### src/rtl/issue_pkg.sv
// Shared types and default latencies for the Tomasulo issue stage.
// Used by issue_arbiter and cdb_resv_table.
package issue_pkg;

    typedef enum logic [1:0] {
        UNIT_INT  = 2'd0,
        UNIT_LS   = 2'd1,
        UNIT_MULT = 2'd2,
        UNIT_DIV  = 2'd3
    } unit_e;

    localparam int INT_LAT    = 1;
    localparam int LS_LAT     = 1;
    localparam int MULT_LAT_D = 4;
    localparam int DIV_LAT_D  = 7;

endpackage

### src/rtl/cdb_resv_table.sv
// Tagged CDB reservation shift register.
// slot[i] set means the CDB is taken i cycles from now by owner[i].
module cdb_resv_table
    import issue_pkg::*;
#(
    parameter int DEPTH = DIV_LAT_D,
    localparam int IW = $clog2(DEPTH + 1)
) (
    input  logic                 clk,
    input  logic                 rst,
    input  logic                 shift,
    input  logic [IW-1:0]        set_idx,
    input  logic [1:0]           set_owner,
    input  logic                 set_en,
    input  logic                 clear,
    output logic [DEPTH:0]       slot,
    output logic [DEPTH:0][1:0]  owner
);

    logic [DEPTH:0]      slot_q, slot_d;
    logic [DEPTH:0][1:0] owner_q, owner_d;

    // Advance the table one cycle, then book the new reservation
    always_comb begin
        slot_d  = slot_q;
        owner_d = owner_q;
        if (shift) begin
            slot_d  = {1'b0, slot_q[DEPTH:1]};
            owner_d = {2'b00, owner_q[DEPTH:1]};
        end
        if (set_en) begin
            slot_d[set_idx]  = 1'b1;
            owner_d[set_idx] = set_owner;
        end
        if (clear) begin
            slot_d  = '0;
            owner_d = '0;
        end
    end

    // Table state; reset drops every reservation at once
    always_ff @(posedge clk or negedge rst) begin
        if (!rst) begin
            slot_q  <= '0;
            owner_q <= '0;
        end else begin
            slot_q  <= slot_d;
            owner_q <= owner_d;
        end
    end

    assign slot  = slot_q;
    assign owner = owner_q;

endmodule

### src/rtl/issue_arbiter.sv
// Single-issue CDB-collision-free arbiter over INT/LS/MULT/DIV queues.
// Define ISSUE_ARB_RR_EN to alternate INT/LS ties (default: INT wins).
module issue_arbiter
    import issue_pkg::*;
#(
    parameter int MULT_LAT = MULT_LAT_D,
    parameter int DIV_LAT  = DIV_LAT_D
) (
    input  logic       clk,
    input  logic       rst,
    input  logic       req_int,
    input  logic       req_ls,
    input  logic       req_mult,
    input  logic       req_div,
    input  logic       issue_stall,
    input  logic       flush,
    output logic       gnt_int,
    output logic       gnt_ls,
    output logic       gnt_mult,
    output logic       gnt_div,
    output logic       cdb_valid,
    output logic [1:0] cdb_sel,
    output logic       div_busy
);

    localparam int IW = $clog2(DIV_LAT + 1);
    localparam int CW = (IW > 3) ? IW : 3;

    generate
        if (!(MULT_LAT > 1 && MULT_LAT < DIV_LAT)) begin : g_lat_chk
            $error("issue_arbiter: need 1 < MULT_LAT < DIV_LAT");
        end
    endgenerate

    logic [DIV_LAT:0]      slot;
    logic [DIV_LAT:0][1:0] owner;
    logic [CW-1:0]         div_cnt_q, div_cnt_d;
    logic                  div_gnt_q;
    logic                  ok;
    logic                  el_int, el_ls, el_mult, el_div;
    logic                  prefer_ls;
    logic                  set_en;
    logic [IW-1:0]         set_idx;
    unit_e                 set_owner;
    logic                  unused_tbl;

    assign div_busy = (div_cnt_q != '0) | div_gnt_q;

    assign ok      = rst & ~issue_stall & ~flush;
    assign el_div  = ok & req_div  & ~slot[DIV_LAT] & ~div_busy;
    assign el_mult = ok & req_mult & ~slot[MULT_LAT];
    assign el_int  = ok & req_int  & ~slot[INT_LAT];
    assign el_ls   = ok & req_ls   & ~slot[LS_LAT];

    assign gnt_div  = el_div;
    assign gnt_mult = el_mult & ~el_div;
    assign gnt_int  = el_int & ~el_div & ~el_mult
                    & ~(el_ls & prefer_ls);
    assign gnt_ls   = el_ls & ~el_div & ~el_mult
                    & ~(el_int & ~prefer_ls);

`ifdef ISSUE_ARB_RR_EN
    logic rr_q;

    // Last INT/LS winner yields the next tie
    always_ff @(posedge clk or negedge rst) begin
        if (!rst) begin
            rr_q <= 1'b0;
        end else if (gnt_int) begin
            rr_q <= 1'b1;
        end else if (gnt_ls) begin
            rr_q <= 1'b0;
        end
    end

    assign prefer_ls = rr_q;
`else
    assign prefer_ls = 1'b0;
`endif

    // Book the CDB slot the granted unit will write back into
    always_comb begin
        set_en    = 1'b1;
        set_idx   = '0;
        set_owner = UNIT_INT;
        unique case (1'b1)
            gnt_div: begin
                set_idx   = IW'(DIV_LAT - 1);
                set_owner = UNIT_DIV;
            end
            gnt_mult: begin
                set_idx   = IW'(MULT_LAT - 1);
                set_owner = UNIT_MULT;
            end
            gnt_int: begin
                set_idx   = IW'(INT_LAT - 1);
                set_owner = UNIT_INT;
            end
            gnt_ls: begin
                set_idx   = IW'(LS_LAT - 1);
                set_owner = UNIT_LS;
            end
            default: set_en = 1'b0;
        endcase
    end

    // Divider occupancy countdown, reloaded on each DIV grant
    always_comb begin
        div_cnt_d = div_cnt_q;
        if (div_cnt_q != '0) begin
            div_cnt_d = div_cnt_q - 1'b1;
        end
        if (gnt_div) begin
            div_cnt_d = CW'(DIV_LAT - 1);
        end
        if (flush) begin
            div_cnt_d = '0;
        end
    end

    // Divider state registers
    always_ff @(posedge clk or negedge rst) begin
        if (!rst) begin
            div_cnt_q <= '0;
            div_gnt_q <= 1'b0;
        end else begin
            div_cnt_q <= div_cnt_d;
            div_gnt_q <= gnt_div;
        end
    end

    cdb_resv_table #(
        .DEPTH(DIV_LAT)
    ) u_tbl (
        .clk      (clk),
        .rst      (rst),
        .shift    (1'b1),
        .set_idx  (set_idx),
        .set_owner(set_owner),
        .set_en   (set_en),
        .clear    (flush),
        .slot     (slot),
        .owner    (owner)
    );

    assign cdb_valid  = slot[0];
    assign cdb_sel    = slot[0] ? owner[0] : 2'b00;
    assign unused_tbl = ^{slot, owner};

endmodule

### config.mk
export PLATFORM = sky130hd
export DESIGN_NAME = issue_arbiter
export DESIGN_NICKNAME = d
export VERILOG_FILES = /design/src/rtl/issue_pkg.sv /design/src/rtl/cdb_resv_table.sv /design/src/rtl/issue_arbiter.sv
export SDC_FILE = /design/constraint.sdc
export NUM_CORES = 1
export LEC_CHECK = 0
export CORE_MARGIN = 2
export CORE_UTILIZATION = 30
export DETAILED_ROUTE_END_ITERATION = 8
export GPL_TIMING_DRIVEN = 0
export PLACE_DENSITY_LB_ADDON = 0.05
export SLEW_MARGIN = 20
export SYNTH_ARGS = -nofsm -noshare
export SYNTH_HDL_FRONTEND = slang
export SYNTH_HIERARCHICAL = 1
export SYNTH_SLANG_ARGS = --single-unit
export TNS_END_PERCENT = 100
### constraint.sdc
create_clock -name clk -period 3.25 [get_ports clk]
set_input_delay 0.65 -clock clk [delete_from_list [all_inputs] [get_ports clk]]
set_output_delay 0.65 -clock clk [all_outputs]
set_load 0.03 [all_outputs]
==> flow_summary.ini <==
[logic_synthesis]
synthArstFlopShare_pct = 100
ys.flop_type = dfrtp_1
synth.largest_area_cell = dfrtp_1
syn_area_mm2 = 0.00152
synth_top_family_by_area = simple AND/OR/NAND/NOR gates
synthAdderAreaFrac_pct = 1.65
synth_compound_area_share_pct = 12.1
ys_seq_area_share_pct = 46.2
synth-xor-area-share_pct = 0
synthTopCellsByCount = dfrtp_1, mux2i_1, nor2_1
ys_ff_latch = 28
synth_top_area_share_pct = 46.2
synthCells = 143
synth.avg_cell_area_um2 = 10.6
synthSimpleGateAreaFrac_pct = 20.0
synth_most_common_cell = dfrtp_1
synthMuxAreaShare_pct = 16.2
synth.top_cells.by_area = dfrtp_1, mux2i_1, a211oi_1
synth_edf_count = 0
syn_nets = 153
synth_cell_types = 31
ys_warn_count = 6

[power_and_ir_drop]
power_density_mw_per_mm2 = 454
ir_drop_v = 0.000185
p_leak_uw = 0.000865

[clock_tree]
clock_latency_ns = 0.27
cts_tree = yes
cts_root_buf = clkbuf_8
numCtsBuffers = 3
clockBufferDepth = 2
cts_setup_buffers = 0
clock_sinks = 28
htreeDepth = 1
clk_pin_slew_ns = 0.09
hold_buffers = 0

[finish]
fill_cells = 507
fin_cells = 229
diodes = 0
fin_nets = 173
drive_above_1_share_pct = 11.1
syn_to_final_growth_pct = 19.7

[global_routing]
grt.total_usage_pct = 13.5
grt_pass1_vias = 1157
antenna_found_initial = 0
overflow = 0
grt_pass1_wl_um = 5720
grt_max_degree = 31

[timing]
clock_skew_ns = 0.00194
setup_viol = 0
rsz0062_at_grt = no
slew_violations = 0
finalWorstSetupSlack_ns = 0.142
layout_min_cycle_time_ns = 3.11
post-route-period-util_pct = 95.6
hold_viol = 0
fmaxAchievable_ghz = 0.322
holdWs_ns = 0.289

[worst_setup_path]
startpoint_type = input port
critPathMaxFanout = 5
cpPeakStageDelay_ns = 0.59
critical_path.slowest_cell = clkdlybuf4s50_1
worstPathRequired_ns = 2.60
worst_ep_arrival_time_ns = 2.46
cp-end-kind = primary output
criticalPathCategory = input port to primary output
critical_path.most_common_cell = clkdlybuf4s50_1
crit_chain = clkdlybuf4s50_1 > nor3b_4 > nand3b_1 > and4_1 > clkdlybuf4s50_1

[drt]
num_vias = 1131
first_iter_violations = 41
firstDrtPassIters = 4
post_drt_wl_per_cell_um = 14.6
via_per_inst = 4.94
ant_nets = 0
wl_um = 3350
drc = 0

[place]
gp_congestion = 0.711
dp_slack_ns = -0.698
port_buffers = 15
dpl.hpwl_um = 2380
dp_cells = 225

[job]
drv_cap = 0

[floorplanning]
dieWidth_um = 75.1
ioPinCount = 16
dieArea_mm2 = 0.00564
rows = 25
die_h_um = 75.1
core_mm2 = 0.00479
start_util_pct = 31.7

[min_path]
hold_path.class = input port to asynchronous set/reset pin

[status]
outcome = complete, no violations
-- worst max-delay path: cells and delay by family --
family | cells | cell delay (ns)
buffers and inverters | 2 | 1.05
AND/OR/NAND/NOR | 3 | 0.76
-- stage by stage --
stage	power (uW)	setup TNS [ns]	instance area, um2	utilization [%]
6_report	825	0	1820	37.9
3_3_place_gp	609	-22.23	1750	36.6
2_1_floorplan	543	0	1520	-
3_5_place_dp	614	-3.19	1750	36.5
4_1_cts	835	0	1810	37.7
5_1_grt	881	0	1820	37.9
-- layout by cell type, fill, tap and decap left out, drive strengths merged --
cell type / instances
dfrtp: 28
mux2i: 23
nor2: 20
a211oi: 14
clkdlybuf4s50: 11
a21oi: 9
clkbuf: 8
inv: 5
nor2b: 4
nand4b: 4
buf: 4
nand2b: 3
nand4bb: 3
nand3: 3
and2: 2
nand2: 2
ha: 2
nor3b: 2
nand3b: 1
nor4b: 1
and4: 1
o21ai: 1
a21boi: 1
mux2: 1
a221oi: 1
nor3: 1
a31o: 1
clkdlybuf4s15: 1
dlymetal6s2s: 1
dlygate4sd2: 1
conb: 1
or4b: 1
nand4: 1
-- repair_timing --
action                     in CTS  in global routing
gates cloned                    0                  0
setup endpoints to repair       5                  2
gates resized for setup         7                  3
-- flip-flops by register name, indices dropped and copies added, names as in the netlist --
name and cells:
div_cnt_q 3, div_gnt_q 1, u_tbl/owner 16, u_tbl/slot 8
-- path summary, 6_finish.rpt --
path | startpoint | end | slack [ns] | depth (start not counted)
max | issue_stall | gnt_int | 0.14 | 5
min | rst | u_tbl/slot[1] | 0.29 | 1
max reg2reg | div_cnt_q[0] | u_tbl/owner[0] | 0.88 | 8
min reg2reg | div_cnt_q[2] | div_cnt_q[2] | 0.50 | 1
max in group asynchronous | rst | u_tbl/owner[6] | 2.69 | 1
min in group clk | div_cnt_q[2] | div_cnt_q[2] | 0.50 | 1
-- layout make-up --
class / count / area, um2 / share of cell area [%]
repair buffers: 15 / 150 / 8.27
multi-input cells: 103 / 769 / 42.4
clock buffers: 4 / 55.1 / 3.03
inverters: 5 / 21.3 / 1.17
plain buffers: 7 / 35.0 / 1.93
well taps: 67 / 83.8 / 4.62
flip-flops and latches: 28 / 701 / 38.6
-- power by group --
group | switching (uW) | total [uW] | internal, uW
Combinational | 127 | 227 | 100
Clock | 108 | 216 | 108
Sequential | 12.4 | 381 | 369
Total | 247 | 825 | 578
-- routing by layer --
layer	GRT usage, %	part of all wire [%]	up-vias
met3	2.41	3.3	2
met1	18.4	50	552
li1	-	-	559
met4	3.57	0.78	0
met5	0	0	-
met2	22.1	46	18
-- cells by family (layout without fill, tap and decap cells) --
group	Yosys count	count (layout)
adders and majority gates	2	2
AOI/OAI and AO/OA	27	27
buffers and inverters	12	31
and+or+nand+nor	49	49
muxes	24	24
DFF	28	28
other	1	1
Note: power is estimated with default switching activity, not from simulation.
